[src/rtl/ad_ip_jesd204_tpl_adc_pnmon_ext_if.sv]
// Channel bus between the TPL deframer output, the PN monitor and the
// per-channel register block. The deframer/register side is the master,
// the monitor is the slave.
interface ad_ip_jesd204_tpl_adc_pnmon_ext_if #(
    parameter int W             = 16,
    parameter int ERR_CNT_WIDTH = 32
) ();
    logic                     data_valid;
    logic [W-1:0]             data;
    logic [3:0]               pn_seq_sel;
    logic                     err_cnt_clr;
    logic                     pn_oos;
    logic                     pn_err;
    logic [ERR_CNT_WIDTH-1:0] err_cnt;

    modport master (
        output data_valid,
        output data,
        output pn_seq_sel,
        output err_cnt_clr,
        input  pn_oos,
        input  pn_err,
        input  err_cnt
    );

    modport slave (
        input  data_valid,
        input  data,
        input  pn_seq_sel,
        input  err_cnt_clr,
        output pn_oos,
        output pn_err,
        output err_cnt
    );
endinterface

[src/rtl/ad_ip_jesd204_tpl_adc_pnmon_ext.sv]
// Multi-pattern PN monitor for one JESD204 ADC converter channel.
// Checks PN7/PN9/PN15/PN23/PN31 on a W-bit beat, runs a threshold-based
// lock state machine and keeps a saturating error counter.
// Pipeline: stage 1 input register, stage 2 compare + state update,
// then a registered output stage.
module ad_ip_jesd204_tpl_adc_pnmon_ext #(
    parameter int CONVERTER_RESOLUTION = 16,
    parameter int DATA_PATH_WIDTH      = 1,
    parameter int TWOS_COMPLEMENT      = 1,
    parameter int SYNC_THRESHOLD       = 16,
    parameter int OOS_THRESHOLD        = 8,
    parameter int ERR_CNT_WIDTH        = 32
) (
    input logic clk,
    input logic reset,
    ad_ip_jesd204_tpl_adc_pnmon_ext_if.slave bus
);

    localparam int W  = CONVERTER_RESOLUTION * DATA_PATH_WIDTH;
    localparam int HW = (W > 31) ? W : 31;

    localparam logic                     MSB_INV   = (TWOS_COMPLEMENT == 0);
    localparam logic [7:0]               SYNC_LAST = 8'(SYNC_THRESHOLD - 1);
    localparam logic [7:0]               OOS_LAST  = 8'(OOS_THRESHOLD - 1);
    localparam logic [ERR_CNT_WIDTH-1:0] ERR_MAX   = '1;
    localparam logic [ERR_CNT_WIDTH-1:0] ERR_ONE   = ERR_CNT_WIDTH'(1);

    localparam logic [0:0] ST_OOS    = 1'b0;
    localparam logic [0:0] ST_LOCKED = 1'b1;

    localparam logic [3:0] SEL_PN9  = 4'h0;
    localparam logic [3:0] SEL_PN23 = 4'h1;
    localparam logic [3:0] SEL_PN7  = 4'h4;
    localparam logic [3:0] SEL_PN15 = 4'h5;
    localparam logic [3:0] SEL_PN31 = 4'h7;

    // Stage 1 registers
    logic                     r_valid;
    logic [W-1:0]             r_beat;
    logic                     r_clr;

    // Stage 2 registers
    logic [3:0]               r_seqSel;
    logic [0:0]               r_state;
    logic [7:0]               r_matchCnt;
    logic [7:0]               r_mismatchCnt;
    logic [HW-1:0]            r_hist;
    logic                     r_pnErr;
    logic [ERR_CNT_WIDTH-1:0] r_errCnt;

    // Output registers
    logic                     r_oosOut;
    logic                     r_errOut;
    logic [ERR_CNT_WIDTH-1:0] r_errCntOut;

    // Combinational
    logic [W-1:0]             w_swizzled;
    logic [W-1:0]             w_pred;
    logic                     w_supported;
    logic                     w_match;
    logic                     w_nonZero;
    logic                     w_selChange;
    logic                     w_force;
    logic                     w_errEvent;
    logic [HW-1:0]            w_histRx;
    logic [HW-1:0]            w_histPred;

    // Parallel LFSR prediction of the next W bits for x^n + x^t + 1.
    // full = {history, prediction}; bit i of the prediction is the XOR of the
    // bits n and t places older, which always sit at higher indices of full,
    // so walking from the MSB (earliest bit) down resolves every dependency.
    function automatic logic [W-1:0] pnPredict(input logic [HW-1:0] hist,
                                               input int n, input int t);
        logic [HW+W-1:0] full;
        logic            tapN;
        logic            tapT;
        full = {hist, {W{1'b0}}};
        for (int i = W - 1; i >= 0; i--) begin
            tapN    = 1'(full >> (n + i));
            tapT    = 1'(full >> (t + i));
            full[i] = tapN ^ tapT;
        end
        return full[W-1:0];
    endfunction

    // Reorder samples so the earliest one lands in the MSBs and undo offset
    // binary by flipping each sample MSB.
    always_comb begin
        w_swizzled = '0;
        for (int i = 0; i < DATA_PATH_WIDTH; i++) begin
            w_swizzled[i*CONVERTER_RESOLUTION +: CONVERTER_RESOLUTION] =
                bus.data[(DATA_PATH_WIDTH-1-i)*CONVERTER_RESOLUTION +: CONVERTER_RESOLUTION];
            w_swizzled[i*CONVERTER_RESOLUTION + CONVERTER_RESOLUTION - 1] =
                bus.data[(DATA_PATH_WIDTH-1-i)*CONVERTER_RESOLUTION + CONVERTER_RESOLUTION - 1] ^ MSB_INV;
        end
    end

    // Stage 1: capture the beat, its qualifier and the clear pulse together
    // so a clear lines up with the beat presented alongside it.
    always_ff @(posedge clk) begin
        if (reset) begin
            r_valid <= 1'b0;
            r_beat  <= '0;
            r_clr   <= 1'b0;
        end else begin
            r_valid <= bus.data_valid;
            r_beat  <= w_swizzled;
            r_clr   <= bus.err_cnt_clr;
        end
    end

    // Select the prediction for the registered sequence choice; unsupported
    // codes never match.
    always_comb begin
        w_pred      = '0;
        w_supported = 1'b0;
        case (r_seqSel)
            SEL_PN7: begin
                w_pred      = pnPredict(r_hist, 7, 6);
                w_supported = 1'b1;
            end
            SEL_PN9: begin
                w_pred      = pnPredict(r_hist, 9, 5);
                w_supported = 1'b1;
            end
            SEL_PN15: begin
                w_pred      = pnPredict(r_hist, 15, 14);
                w_supported = 1'b1;
            end
            SEL_PN23: begin
                w_pred      = pnPredict(r_hist, 23, 18);
                w_supported = 1'b1;
            end
            SEL_PN31: begin
                w_pred      = pnPredict(r_hist, 31, 28);
                w_supported = 1'b1;
            end
            default: begin
                w_pred      = '0;
                w_supported = 1'b0;
            end
        endcase
    end

    // Compare result, forced-OOS conditions and the two history update options.
    always_comb begin
        w_match     = w_supported && (r_beat == w_pred);
        w_nonZero   = |r_beat;
        w_selChange = (bus.pn_seq_sel != r_seqSel);
        w_force     = w_selChange || !w_supported;
        w_errEvent  = !w_force && r_valid && (r_state == ST_LOCKED) && !w_match;
        w_histRx    = HW'({r_hist, r_beat});
        w_histPred  = HW'({r_hist, w_pred});
    end

    // Stage 2: lock state machine, run-length counters and history. Out of
    // lock the history follows the received data; in lock it free-runs on
    // the prediction so single errors do not corrupt later comparisons.
    always_ff @(posedge clk) begin
        if (reset) begin
            r_seqSel      <= 4'h0;
            r_state       <= ST_OOS;
            r_matchCnt    <= 8'd0;
            r_mismatchCnt <= 8'd0;
            r_hist        <= '0;
            r_pnErr       <= 1'b0;
        end else begin
            r_seqSel <= bus.pn_seq_sel;
            r_pnErr  <= w_errEvent;
            if (w_force) begin
                r_state       <= ST_OOS;
                r_matchCnt    <= 8'd0;
                r_mismatchCnt <= 8'd0;
                if (r_valid) begin
                    r_hist <= w_histRx;
                end
            end else if (r_valid) begin
                if (r_state == ST_OOS) begin
                    r_hist <= w_histRx;
                    if (w_match && w_nonZero) begin
                        if (r_matchCnt == SYNC_LAST) begin
                            r_state       <= ST_LOCKED;
                            r_mismatchCnt <= 8'd0;
                        end
                        r_matchCnt <= r_matchCnt + 8'd1;
                    end else begin
                        r_matchCnt <= 8'd0;
                    end
                end else begin
                    r_hist <= w_histPred;
                    if (!w_match) begin
                        if (r_mismatchCnt == OOS_LAST) begin
                            r_state    <= ST_OOS;
                            r_matchCnt <= 8'd0;
                        end
                        r_mismatchCnt <= r_mismatchCnt + 8'd1;
                    end else begin
                        r_mismatchCnt <= 8'd0;
                    end
                end
            end
        end
    end

    // Saturating error counter; a clear arriving with an error leaves one
    // count so that error is not lost.
    always_ff @(posedge clk) begin
        if (reset) begin
            r_errCnt <= '0;
        end else if (r_clr) begin
            r_errCnt <= w_errEvent ? ERR_ONE : '0;
        end else if (w_errEvent && (r_errCnt != ERR_MAX)) begin
            r_errCnt <= r_errCnt + ERR_ONE;
        end
    end

    // Output stage: registered copies of lock status, error pulse and count.
    always_ff @(posedge clk) begin
        if (reset) begin
            r_oosOut    <= 1'b1;
            r_errOut    <= 1'b0;
            r_errCntOut <= '0;
        end else begin
            r_oosOut    <= (r_state == ST_OOS);
            r_errOut    <= r_pnErr;
            r_errCntOut <= r_errCnt;
        end
    end

    assign bus.pn_oos  = r_oosOut;
    assign bus.pn_err  = r_errOut;
    assign bus.err_cnt = r_errCntOut;

endmodule
[src/flat_wrapper.sv]
// flat-port wrapper written by rule: the top's interface ports become plain ports
module ad_ip_jesd204_tpl_adc_pnmon_ext_flat 
#(
    parameter int CONVERTER_RESOLUTION = 16,
    parameter int DATA_PATH_WIDTH      = 1,
    parameter int TWOS_COMPLEMENT      = 1,
    parameter int SYNC_THRESHOLD       = 16,
    parameter int OOS_THRESHOLD        = 8,
    parameter int ERR_CNT_WIDTH        = 32
)
  (clk, reset, bus_data_valid, bus_data, bus_pn_seq_sel, bus_err_cnt_clr, bus_pn_oos, bus_pn_err, bus_err_cnt);
  ad_ip_jesd204_tpl_adc_pnmon_ext_if #(.ERR_CNT_WIDTH(ERR_CNT_WIDTH)) bus_i ();
  input logic clk;
  input logic reset;
  input wire logic [$bits(bus_i.data_valid)-1:0] bus_data_valid;
  input wire logic [$bits(bus_i.data)-1:0] bus_data;
  input wire logic [$bits(bus_i.pn_seq_sel)-1:0] bus_pn_seq_sel;
  input wire logic [$bits(bus_i.err_cnt_clr)-1:0] bus_err_cnt_clr;
  output wire logic [$bits(bus_i.pn_oos)-1:0] bus_pn_oos;
  output wire logic [$bits(bus_i.pn_err)-1:0] bus_pn_err;
  output wire logic [$bits(bus_i.err_cnt)-1:0] bus_err_cnt;
  assign bus_i.data_valid = bus_data_valid;
  assign bus_i.data = bus_data;
  assign bus_i.pn_seq_sel = bus_pn_seq_sel;
  assign bus_i.err_cnt_clr = bus_err_cnt_clr;
  assign bus_pn_oos = bus_i.pn_oos;
  assign bus_pn_err = bus_i.pn_err;
  assign bus_err_cnt = bus_i.err_cnt;
  ad_ip_jesd204_tpl_adc_pnmon_ext #(.CONVERTER_RESOLUTION(CONVERTER_RESOLUTION), .DATA_PATH_WIDTH(DATA_PATH_WIDTH), .TWOS_COMPLEMENT(TWOS_COMPLEMENT), .SYNC_THRESHOLD(SYNC_THRESHOLD), .OOS_THRESHOLD(OOS_THRESHOLD), .ERR_CNT_WIDTH(ERR_CNT_WIDTH)) u_core (.clk(clk), .reset(reset), .bus(bus_i));
endmodule
[config.mk]
export PLATFORM = sky130hd
export DESIGN_NAME = ad_ip_jesd204_tpl_adc_pnmon_ext_flat
export DESIGN_NICKNAME = d
export VERILOG_FILES = /design/src/rtl/ad_ip_jesd204_tpl_adc_pnmon_ext_if.sv /design/src/rtl/ad_ip_jesd204_tpl_adc_pnmon_ext.sv /design/src/flat_wrapper.sv
export SDC_FILE = /design/constraint.sdc
export NUM_CORES = 1
export LEC_CHECK = 0
export ABC_AREA = 1
export BUFFER_PORTS_ARGS = -buffer_cell sky130_fd_sc_hd__buf_4
export CORE_MARGIN = 2
export CORE_UTILIZATION = 35
export DETAILED_ROUTE_END_ITERATION = 8
export GPL_TIMING_DRIVEN = 0
export MAX_ROUTING_LAYER = met4
export PLACE_DENSITY = 0.56
export SLEW_MARGIN = 20
export SYNTH_ARGS = -nofsm -noshare
export SYNTH_HDL_FRONTEND = slang
export SYNTH_SLANG_ARGS = --single-unit
[constraint.sdc]
create_clock -name clk -period 5.2 [get_ports clk]
set_clock_uncertainty 0.1 [all_clocks]
set_input_delay 1.04 -clock clk [delete_from_list [all_inputs] [get_ports clk]]
set_output_delay 1.04 -clock clk [all_outputs]
set_load 0.05 [all_outputs]
* Word level (Yosys, flattened, before mapping)
Index checks and enable logic that the tools add are counted.
** Word-level totals
- Bits in registers :: 137
- Bits of input ports :: 24
- Output and inout port bits :: 34
- Logic and storage cells :: 143
** Cells by class
- Mux-type cells :: 22
- Reduce and logical (&&, ||, !) cells :: 19
- Eq/ne operators :: 11
- Add/subtract/negate cells :: 3
- Bitwise operators :: 75
** Operator list (count)
- 31-bit 2-to-1 mux :: 3
- 16-bit case mux with 5 select lines :: 1
- 1-bit XOR :: 74
- 32-bit 2-to-1 mux :: 2
- 8-bit 2-to-1 mux :: 8
- 32-bit by 1-bit adder with 32-bit output, second input constant :: 1
- 32-bit inequality test, second input constant :: 1
- 8-bit by 1-bit adder with 8-bit output, second input constant :: 2
- 16-bit equality test :: 1
- 16-bit 2-to-1 mux :: 1
- 16-bit OR reduction :: 1
- 4-bit by 3-bit equality test with 1-bit output, second input constant :: 3
- 8-bit by 3-bit equality test with 1-bit output, second input constant :: 1
- 8-bit by 4-bit equality test with 1-bit output, second input constant :: 1
- 1-bit 2-to-1 mux :: 7
- 1-bit logical AND :: 6
- 3-bit AND reduction :: 2
- 2-bit nonzero test :: 3
- 5-bit OR reduction :: 1
- 4-bit by 1-bit equality test with 1-bit output, second input constant :: 1
- 4-bit zero test :: 1
- 2-bit inequality test, second input constant :: 2
- 4-bit inequality test :: 1
- 1-bit zero test :: 3
- other kinds (3) :: 3

* Logic depth before layout (Yosys ltp)
Gate-level depths: netlist (run 1).
- Depth in word-level cells :: 12
- Mapped depth :: 20
- Gate-level depth less buffers :: 19

* Worst setup path after synthesis (run 1)
Ideal clock, no wire load.
- Path type :: input port to flip-flop
- Start :: input bus_pn_seq_sel[3]
- End :: register u_core.r_errCnt[22]
- Stages :: 11
- Buffers on the path :: 1
- Setup time :: 113 ps
- Slack :: 2733 ps
- Arrival :: 2253 ps
- Required time :: 4987 ps
- Path through :: inv_1 > nand2_1 > nand4_1 > a221oi_1 > nand2_1 > nor3_1 > o21a_4 > buf_6 > nand3_2 > o21ai_1 > nor2_1
** Between the ends
- Cells in the longest elaborated chain, start to end :: 8
** Ends and longest elaborated chain
- start: declaration :: RTL line flat_wrapper.sv:17 : input wire logic [$bits(bus_i.pn_seq_sel)-1:0] bus_pn_seq_sel;
- 4-bit inequality test :: RTL line ad_ip_jesd204_tpl_adc_pnmon_ext.sv:149 : w_selChange = (bus.pn_seq_sel != r_seqSel);
- 1-bit logical OR :: RTL line ad_ip_jesd204_tpl_adc_pnmon_ext.sv:150 : w_force = w_selChange || !w_supported;
- 1-bit zero test :: RTL line ad_ip_jesd204_tpl_adc_pnmon_ext.sv:151 : w_errEvent = !w_force && r_valid && (r_state == ST_LOCKED) && !w_match;
- 1-bit logical AND (3 in a row) :: RTL line ad_ip_jesd204_tpl_adc_pnmon_ext.sv:151
- 1-bit logical AND :: RTL line ad_ip_jesd204_tpl_adc_pnmon_ext.sv:212 : end else if (w_errEvent && (r_errCnt != ERR_MAX)) begin
- 2-bit nonzero test (no line)
- end signal: assignment :: RTL line ad_ip_jesd204_tpl_adc_pnmon_ext.sv:211 : r_errCnt <= w_errEvent ? ERR_ONE : '0;
- end signal: assignment :: RTL line ad_ip_jesd204_tpl_adc_pnmon_ext.sv:213 : r_errCnt <= r_errCnt + ERR_ONE;
- end: declaration :: RTL line ad_ip_jesd204_tpl_adc_pnmon_ext.sv:49 : logic [ERR_CNT_WIDTH-1:0] r_errCnt;
No other way between the ends.
A chain may end at the register's enable or synchronous reset.

* Final worst setup path (run 1)
- Start :: register u_core.r_hist[2]
- End :: register u_core.r_mismatchCnt[7]
** Between the ends
- Cells in the longest elaborated chain, start to end :: 9
- Elaborated cells between the ends (all ways) :: 21
- Those cells by class :: eq/ne (1); mux (3); bitwise (13); reduce/logical (4)
** Ends and longest elaborated chain
- start: declaration :: RTL line ad_ip_jesd204_tpl_adc_pnmon_ext.sv:47 : logic [HW-1:0] r_hist;
- start signal: assignment :: RTL line ad_ip_jesd204_tpl_adc_pnmon_ext.sv:175 : r_hist <= w_histRx;
- start signal: assignment :: RTL line ad_ip_jesd204_tpl_adc_pnmon_ext.sv:179 : r_hist <= w_histRx;
- start signal: assignment :: RTL line ad_ip_jesd204_tpl_adc_pnmon_ext.sv:190 : r_hist <= w_histPred;
- 1-bit XOR (3 in a row) :: RTL line ad_ip_jesd204_tpl_adc_pnmon_ext.sv:81 : full[i] = tapN ^ tapT;
- 16-bit case mux with 5 select lines * :: RTL line ad_ip_jesd204_tpl_adc_pnmon_ext.sv:117 : case (r_seqSel)
- 16-bit equality test * :: RTL line ad_ip_jesd204_tpl_adc_pnmon_ext.sv:147 : w_match = w_supported && (r_beat == w_pred);
- 1-bit logical AND * :: RTL line ad_ip_jesd204_tpl_adc_pnmon_ext.sv:147
- 1-bit logical AND :: RTL line ad_ip_jesd204_tpl_adc_pnmon_ext.sv:180 : if (w_match && w_nonZero) begin
- 2-bit nonzero test (no line)
- 3-bit AND reduction (no line)
- end signal: assignment :: RTL line ad_ip_jesd204_tpl_adc_pnmon_ext.sv:196 : r_mismatchCnt <= r_mismatchCnt + 8'd1;
- end: declaration :: RTL line ad_ip_jesd204_tpl_adc_pnmon_ext.sv:46 : logic [7:0] r_mismatchCnt;
Mark *: on every way between the ends. The rest lies on a longest branch, timed or not.

==> results of run 1 <==
[per-stage QoR]
stage,hold slack [ps],setup slack (ps),util (%)
finish,361,2360,41.8
global route,373,2160,41.8
floorplan,288,2730,-
CTS,372,2400,41.8
global placement,359,2060,39.1
detailed placement,360,2030,39.1
[sequential cells by signal, summed over array words and instances (netlist names)]
register              flops
u_core.r_state            1
u_core.r_hist            31
u_core.bus.pn_oos         1
u_core.r_valid            1
u_core.r_seqSel           4
u_core.r_pnErr            1
u_core.r_matchCnt         8
u_core.r_beat            16
u_core.bus.err_cnt       32
u_core.r_clr              1
u_core.r_errCnt          32
u_core.bus.pn_err         1
u_core.r_mismatchCnt      8
[tightest hold or removal path: cells and delay by family (launching register included)]
family	cells	cell delay, ps
AND/OR/NAND/NOR	1	40
flip-flops	1	300
buffers and inverters	1	70
[report_power, final]
group	switching [mW]	total (mW)	leakage, nW	internal, mW
sequential	0.0192	1.09	1.11	1.07
clock	0.540	1.23	0.295	0.695
combinational	0.142	0.215	2.61	0.0731
total	0.702	2.54	4.01	1.84
[cells in the mapped netlist, types with 7 or more instances]
cell type,number,area share [%]
a21oi_1,78,5.1
buf_1,9,0.44
buf_4,7,0.68
buf_6,10,1.5
clkbuf_1,18,0.87
dfxtp_1,137,36
inv_1,123,6.0
inv_2,10,0.49
nand2_1,326,16
nand2_2,12,0.97
nand3_1,68,4.4
nand3_2,27,3.5
nand3b_1,7,0.68
nand4_1,25,2.0
nor2_1,155,7.5
nor2_2,11,0.89
nor3_1,16,1.0
nor4_1,14,1.1
o21ai_0,43,2.8
o21ai_1,9,0.58
xnor2_1,9,1.0
xor2_1,25,2.8
[final timing paths]
path | start | endpoint | slack, ps | cells past startpoint
worst min-delay path | u_core.r_pnErr | u_core.bus.pn_err | 360 | 2
worst min register to register | u_core.r_pnErr | u_core.bus.pn_err | 360 | 2
worst max-delay path | u_core.r_hist[2] | u_core.r_mismatchCnt[7] | 2360 | 20
worst max register to register | u_core.r_hist[2] | u_core.r_mismatchCnt[7] | 2360 | 20
[cell type report]
type                       instances  area, sq um  share of cell area [%]
antenna                            1         2.50                  0.0275
buffer                            52          307                    3.37
clock buffer                      18          439                    4.83
clock inverter                    14          153                    1.68
inverter                         136          513                    5.64
multi-input combinational        852         4160                    45.8
sequential                       137         2740                    30.1
tap                              280          350                    3.85
timing repair buffer              57          428                    4.70
[per-layer routing]
metal	part of all wire (%)	track usage (%)	vias to the layer above
met2	45	31.5	261
met5	0	-	-
li1	-	-	3879
met1	46	26.7	3450
met3	6.2	4.38	39
met4	2.9	7.85	0
[kinds of logic (layout without fill, tap and decap cells)]
kind of cell | count (synthesis) | count (layout)
AOI/OAI and AO/OA | 139 | 139
and+or+nand+nor | 676 | 676
adders and majority gates | 3 | 3
other | 0 | 1
DFF | 137 | 137
xor gates and xnor gates | 34 | 34
buffers and inverters | 188 | 277
==> flow_metrics.py, run 1 <==
metrics = {
    "clock_network": {
        "insertion_delay_ps": 430,
        "cts_root_buf": "clkbuf_16",
        "cts_sinks": 137,
        "clkSlewWorstSetupHoldPaths_ps": 70,
        "cts_setup_buffers": 0,
        "htree_num_levels": 4,
        "cts_max_path_buffers": 2,
        "ctsResizeCount": 0,
        "cts_tree": "built",
        "cts_made_buffers": 17,
        "ctsHoldBuffers": 0,
    },
    "timing": {
        "finalHoldViolCount": 0,
        "slew_headroom_pct": 57.9,
        "maxSlewViolCount": 0,
        "fin_crit_ps": 2840,
        "tightest_slew_ps": 632,
        "final.period_utilization_pct": 54.6,
        "setup_viol": 0,
        "rsz0062_at_grt": "false",
        "max_freq_mhz": 352,
        "setup-tns-final_ps": 0,
    },
    "power": {
        "peakVddDrop_mv": 0.205,
        "power_mw": 2.54,
        "p_leak_nw": 4.01,
        "pwr_density_cell_nw_per_um2": 279,
    },
    "cells_and_area": {
        "drive_above_1_share_pct": 15.2,
        "fin_nets": 1280,
        "final_common_cell": "nand2_1",
        "syn_to_final_growth_pct": 17.8,
        "final_cells": 1547,
        "fillers": 2350,
        "final_cell_mix": "nand2_1 (326), nor2_1 (155), dfxtp_1 (137), inv_1 (123), a21oi_1 (78)",
        "fin_area_sq_um": 9100,
    },
    "grt": {
        "antenna_found_initial": 1,
        "overflow": 0,
        "grt_pass1_vias": 6990,
        "grt_max_degree": 17,
        "grt_usage_pct": 20.6,
        "grt_pass1_wl_mm": 37.0,
    },
    "yosys": {
        "synth_compound_area_share_pct": 9.43,
        "synth_cell_types": 39,
        "ys_ff_latch": 137,
        "synth_top_family_by_area": "simple AND/OR/NAND/NOR gates",
        "synth_enable_flop_cells": 0,
        "syn-instance-count": 1177,
        "synth_flop_cell": "dfxtp_1",
        "synth.avg_cell_area_sq_um": 6.56,
        "synth-simple-area-share_pct": 40.1,
        "synth_fa_ha_area_share_pct": 0.486,
        "synthXorXnorAreaFrac_pct": 3.85,
        "ys_seq_area_share_pct": 35.5,
        "netlist_area_sq_um": 7720,
        "synthMuxAreaShare_pct": 0,
        "synth_nets": 1204,
        "async_flop_share_pct": 0,
        "yosysWarnings": 0,
    },
    "worst_setup_path": {
        "critPathMaxFanout": 10,
        "cp_slowest_stage_delay_ps": 310,
        "critPathRequiredTime_ps": 5390,
        "crit_type": "register to register",
        "slowest_stage": "dfxtp_1",
        "crit_buf_inv": 2,
        "cp.arrival_ps": 3030,
        "worstSetupStartpointType": "register",
        "endpoint_kind": "register",
        "crit_top_cell": "nand2_1",
        "crit_chain": "buf_4 > inv_2 > nand2_1 > nand2_1 > nand2_1 > nand2_1 > nor2_1 > nand2_1 > nand2_1 > nand2_1 > nor2_1 > nand2_1 > nor2_2 > nand3_2 > nor2_4 > nand3_1 > nand2_1 > nand2_2 > nand2_1 > a21oi_1",
        "crit_family": "simple AND/OR/NAND/NOR gates",
    },
    "place": {
        "place_area_sq_um": 8500,
        "dp_hpwl_mm": 17.5,
        "place_congestion": 0.940,
        "dp_cells": 1514,
        "portBuffers": 57,
    },
    "die": {
        "fp.dieH_um": 153,
        "ios": 58,
        "dieArea_sq_um": 23300,
        "start_util_pct": 35.5,
        "num_rows": 54,
        "core_sq_um": 21800,
        "die_w_um": 153,
    },
    "detailed_routing": {
        "viasPerCell": 4.93,
        "drt-initial-drc-count": 515,
        "firstDrtPassIters": 6,
        "wl_per_cell_um": 15.1,
        "drc": 0,
        "ant_nets": 0,
        "num_vias": 7629,
        "wirelength_mm": 23.3,
    },
    "run_status": {
        "outcome": "finished clean",
    },
    "worst_hold_path": {
        "hold_class": "register to register",
    },
    "run": {
        "max-cap-violations": 0,
    },
}
Power figures use the tool's default switching activity.
==> run 2, diff against run 1 <==
==> constraint.sdc (replaced) <==
create_clock -name clk -period 2.7 [get_ports clk]
set_clock_uncertainty 0.1 [all_clocks]
set_input_delay 0.54 -clock clk [delete_from_list [all_inputs] [get_ports clk]]
set_output_delay 0.54 -clock clk [all_outputs]
set_load 0.05 [all_outputs]
==> flow_metrics.py, run 2 (same netlist as run 1, synthesis figures left out) <==
metrics = {
    "worst_setup_path": {
        "critPathRequiredTime_ps": 2920,
        "slowest_stage": "dfxtp_4",
        "endpoint_kind": "register",
        "critPathMaxFanout": 8,
        "crit_chain": "nand2_4 > nor2_4 > nand3_4 > nor2_4 > nand2_4 > nor3_4 > nand2_2 > nor2_4 > nand3_2 > nor3_4 > nand3_4 > buf_12 > clkbuf_16 > nand3_2 > nand2_1 > nand2_1 > nor2_1",
        "cp.arrival_ps": 2810,
        "crit_type": "register to register",
        "cp_slowest_stage_delay_ps": 370,
        "worstSetupStartpointType": "register",
        "crit_top_cell": "nor2_4",
    },
    "grt": {
        "grtUsageMet1_pct": 26.7,
        "busiest_layer": "met2",
        "overflow": 0,
        "grt_util_met3_pct": 4.38,
        "grt_usage_pct": 20.6,
        "met2_usage_pct": 31.5,
        "grt_pass1_vias": 6991,
        "grt_pass1_wl_mm": 37.0,
        "antenna_found_initial": 1,
        "grt_max_degree": 17,
    },
    "place": {
        "dp_cells": 1514,
        "portBuffers": 57,
        "place_area_sq_um": 8500,
        "place_congestion": 0.940,
        "dp_hpwl_mm": 17.5,
    },
    "power": {
        "power_frac_seq_pct": 42.7,
        "pwr_density_cell_nw_per_um2": 504,
        "clockPowerShare_pct": 48.3,
        "netSwitchingPower_mw": 1.36,
        "p_leak_nw": 4.31,
        "power_frac_comb_pct": 9.0,
        "peakVddDrop_mv": 0.394,
        "p_int_mw": 3.56,
        "swShare_pct": 27.7,
    },
    "cells_and_area": {
        "final_cells": 1578,
        "drive_above_1_share_pct": 21.0,
        "fin_area_sq_um": 9770,
        "final_common_cell": "nand2_1",
        "fin_nets": 1311,
        "final_cell_mix": "nand2_1 (313), nor2_1 (148), dfxtp_1 (127), inv_1 (117), buf_4 (85)",
        "syn_to_final_growth_pct": 26.4,
    },
    "timing": {
        "maxSlewViolCount": 0,
        "max_freq_mhz": 387,
        "holdWs_ps": 211,
        "finalHoldViolCount": 0,
        "slew_headroom_pct": 56.4,
        "final.period_utilization_pct": 95.8,
        "rsz0062_at_grt": "true",
        "setup_viol": 0,
        "tightest_slew_ps": 654,
        "fin_crit_ps": 2590,
    },
    "die": {
        "fp.dieH_um": 153,
        "num_rows": 54,
        "start_util_pct": 35.5,
        "core_sq_um": 21800,
        "die_w_um": 153,
        "dieArea_sq_um": 23300,
        "ios": 58,
    },
    "clock_network": {
        "cts_root_buf": "clkbuf_16",
        "htree_num_levels": 4,
        "cts_made_buffers": 17,
        "clkSlewWorstSetupHoldPaths_ps": 70,
        "insertion_delay_ps": 430,
        "ctsHoldBuffers": 0,
        "cts_max_path_buffers": 2,
        "cts_sinks": 137,
        "cts_tree": "built",
    },
    "detailed_routing": {
        "wl_per_cell_um": 15.4,
        "viasPerCell": 4.99,
        "drt-initial-drc-count": 500,
        "firstDrtPassIters": 9,
        "wirelength_mm": 24.3,
        "ant_nets": 0,
        "num_vias": 7880,
        "drc": 0,
    },
    "run_status": {
        "outcome": "finished clean",
    },
    "worst_hold_path": {
        "hold_class": "primary input to register",
    },
    "run": {
        "max-cap-violations": 0,
    },
}
[run 2: changes by cell type in the layout (fill, tap and decap cells not counted), moves of 7 or more]
cell and change:
buf_4 +21, nand2_1 -13, dfxtp_1 -10, dfxtp_2 +8, nand2_2 +8, nand3_1 -7, nor2_1 -7, nor2_4 +7
[run 2: layer usage]
| metal | vias to the layer above | part of all wire, % | wire [um] |
|---|---|---|---|
| met4 | 0 | 2.6 | 643 |
| met1 | 3617 | 45 | 11000 |
| met5 | - | 0 | 0 |
| met2 | 262 | 46 | 11300 |
| li1 | 3960 | - | - |
| met3 | 41 | 5.5 | 1340 |
[run 2: what timing repair did]
action / CTS / global route
hold endpoints to repair: 0 / 0
setup endpoints to repair: 25 / 63
cloned: 0 / 7
pin swaps: 0 / 21
setup buffers: 0 / 27
resized for setup: 4 / 90
[run 2: power groups by stage]
| stage | logic, mW | clock network [mW] | registers, mW |
|---|---|---|---|
| floorplan | 0.286 | 0 | 2.13 |
| global placement | 0.410 | 0 | 2.14 |
| detailed placement | 0.411 | 0 | 2.14 |
| CTS | 0.413 | 2.42 | 2.10 |
| global route | 0.485 | 2.53 | 2.10 |
| finish | 0.441 | 2.38 | 2.10 |
[run 2: final timing paths]
path                      startpoint                  to  slack [ps]  depth (start not counted)
setup / recovery  u_core.r_errCnt[4]  u_core.r_errCnt[5]         110                         17
hold / removal           bus_data[2]    u_core.r_beat[2]         210                          3
setup reg to reg  u_core.r_errCnt[4]  u_core.r_errCnt[5]         110                         17
hold reg to reg       u_core.r_pnErr   u_core.bus.pn_err         360                          2
[run 2: critical path: cells and delay by family (launching register included)]
family	cells	cell delay, ps
buf+inv	2	340
flops	1	370
simple gates	15	1670
[run 2: area by class of cell]
| class | count | area [sq um] |
|---|---|---|
| clock inverters | 14 | 153 |
| well taps | 280 | 350 |
| repair buffers | 90 | 768 |
| clock buffers | 18 | 439 |
| inverters | 136 | 526 |
| fillers | 2286 | 12000 |
| flip-flops and latches | 137 | 2760 |
| diodes | 1 | 2.50 |
| plain buffers | 49 | 354 |
| multi-input cells | 853 | 4410 |
[run 2: through the flow]
step	power, mW	setup slack, ps	utilization, %	setup TNS (ps)
after detailed placement	2.55	-61.9	39.1	-276
after global routing	5.12	-58.9	44.9	-996
final	4.92	114	44.9	0
after global placement	2.55	-51.6	39.1	-230
after floorplan	2.41	549	-	0
after CTS	4.93	1.59	41.8	0
==> run 3, diff against run 2 <==
==> constraint.sdc (replaced) <==
create_clock -name clk -period 2.7 [get_ports clk]
set_clock_uncertainty 0.1 [all_clocks]
set_input_delay 0.27 -clock clk [delete_from_list [all_inputs] [get_ports clk]]
set_output_delay 0.27 -clock clk [all_outputs]
set_load 0.05 [all_outputs]
==> flow_metrics.py, run 3 (same netlist as run 1, synthesis figures left out) <==
metrics = {
    "grt": {
        "overflow": 0,
        "grt_usage_pct": 20.8,
        "antenna_found_initial": 1,
        "grt_pass1_vias": 7118,
        "grt_pass1_wl_mm": 37.4,
        "grt_max_degree": 17,
    },
    "power": {
        "p_leak_nw": 4.39,
        "clockPowerShare_pct": 48.0,
        "pwr_density_cell_nw_per_um2": 498,
        "power_frac_comb_pct": 9.5,
        "netSwitchingPower_mw": 1.38,
        "swShare_pct": 27.8,
        "peakVddDrop_mv": 0.400,
        "power_frac_seq_pct": 42.4,
        "p_int_mw": 3.58,
        "power_mw": 4.96,
    },
    "timing": {
        "slew_headroom_pct": 56.7,
        "final.period_utilization_pct": 96.9,
        "layout_setup_ws_ps": 82.5,
        "tightest_slew_ps": 649,
        "setup_viol": 0,
        "maxSlewViolCount": 0,
        "max_freq_mhz": 382,
        "finalHoldViolCount": 0,
        "fin_crit_ps": 2620,
    },
    "place": {
        "place_congestion": 0.940,
        "portBuffers": 57,
        "dp_hpwl_mm": 17.5,
        "place_ws_ps": -61.9,
        "place_area_sq_um": 8500,
    },
    "detailed_routing": {
        "drc": 0,
        "wl_per_cell_um": 15.4,
        "firstDrtPassIters": 7,
        "drt-initial-drc-count": 590,
        "ant_nets": 0,
        "viasPerCell": 4.99,
        "wirelength_mm": 24.7,
        "num_vias": 7986,
    },
    "clock_network": {
        "cts_root_buf": "clkbuf_16",
        "cts_made_buffers": 17,
        "htree_num_levels": 4,
        "clkSlewWorstSetupHoldPaths_ps": 60,
        "cts_tree": "built",
        "insertion_delay_ps": 430,
        "cts_max_path_buffers": 2,
        "cts_sinks": 137,
    },
    "worst_setup_path": {
        "critPathMaxFanout": 10,
        "r2r_cells": 18,
        "reg2reg_from": "u_core.r_hist[12]",
        "critPathRequiredTime_ps": 2930,
        "cp.arrival_ps": 2840,
        "endpoint_kind": "register",
        "setup.worst_path.start": "u_core.r_hist[12]",
        "r2r_end": "u_core.r_errCnt[30]",
        "crit_type": "register to register",
        "worstSetupEndpoint": "u_core.r_errCnt[30]",
        "ff2ff_setup_slack_ps": 80,
        "worstSetupStartpointType": "register",
    },
    "cells_and_area": {
        "final_common_cell": "nand2_1",
        "syn_to_final_growth_pct": 28.7,
        "final_cell_mix": "nand2_1 (314), nor2_1 (148), dfxtp_1 (126), inv_1 (117), buf_4 (84)",
        "fin_nets": 1332,
        "drive_above_1_share_pct": 20.6,
        "fin_area_sq_um": 9940,
    },
    "worst_hold_path": {
        "hold_class": "primary input to register",
        "hold_start": "reset",
    },
    "die": {
        "fp.dieH_um": 153,
        "start_util_pct": 35.5,
        "num_rows": 54,
        "die_w_um": 153,
        "dieArea_sq_um": 23300,
        "ios": 58,
        "core_sq_um": 21800,
    },
    "run_status": {
        "outcome": "finished clean",
    },
    "run": {
        "max-cap-violations": 0,
    },
}
run 3: cell types whose count changed in the layout (fill, tap and decap cells not counted), sizes merged:
| cell | delta |
|---|---|
| buf | -1 |
| clkbuf | -1 |
| nand2 | +1 |
| dlygate4sd3 | +22 |
| clkinv | -1 |
| inv | +1 |
run 3: final cells by class:
| type | instances | area (sq um) |
|---|---|---|
| tap | 280 | 350 |
| timing repair buffer | 111 | 958 |
| sequential | 137 | 2760 |
| clock inverter | 14 | 153 |
| fill | 2273 | 11800 |
| clock buffer | 18 | 439 |
| multi-input combinational | 854 | 4400 |
| inverter | 136 | 528 |
| buffer | 48 | 349 |
| antenna | 1 | 2.50 |
run 3: critical path, cell delays in order (launching register included):
cell and delay [ps]:
dfxtp_1 300, buf_2 230, inv_1 150, nand2_1 80
nand2_1 50, nand2_1 60, nand2_1 50, nor2_1 220
nand2_2 110, nand2_1 90, nand4_1 90, nor2_1 120
nand3_2 140, o21a_4 320, buf_8 180, nand3_2 80
nand2_1 50, nand2_1 50, nor2_1 40
run 3: power groups by stage:
stage / clock, mW / combinational [mW] / sequential [mW]
finish: 2.38 / 0.473 / 2.10
global route: 2.53 / 0.516 / 2.11
CTS: 2.42 / 0.438 / 2.10
detailed placement: 0 / 0.411 / 2.14
global placement: 0 / 0.410 / 2.14
floorplan: 0 / 0.286 / 2.13
run 3: through the flow:
| stage | hold WS, ps | TNS (ps) | util [%] | cells |
|---|---|---|---|---|
| after floorplan | 277 | 0 | - | 1177 |
| after global placement | 359 | -230 | 39.1 | 1514 |
| after detailed placement | 360 | -276 | 39.1 | 1514 |
| after CTS | 88.1 | 0 | 42.8 | 1567 |
| after global routing | 104 | -1070 | 45.7 | 1599 |
| final | 98.1 | 0 | 45.7 | 1599 |
run 3: what timing repair did:
item | in CTS | in global routing
endpoints found under the setup margin | 25 | 63
hold endpoints to repair | 22 | 0
pin swaps | 0 | 20
hold buffers | 22 | 0
resized for setup | 4 | 92
cloned | 0 | 7
buffers inserted | 0 | 27
run 3: worst min path at each step:
stage                                    endpoint  cells past startpoint
after floorplan                  u_core.r_beat[0]                      2
after global placement          u_core.bus.pn_err                      2
after detailed placement        u_core.bus.pn_err                      2
after CTS                 u_core.r_mismatchCnt[0]                      4
after global routing      u_core.r_mismatchCnt[0]                      4
final                     u_core.r_mismatchCnt[0]                      4
run 3: metal layers:
layer	global-route usage (%)	part of all wire, %
met1	26.7	45
met2	32.2	46
met3	4.32	6.0
met4	7.98	3.1
met5	-	0
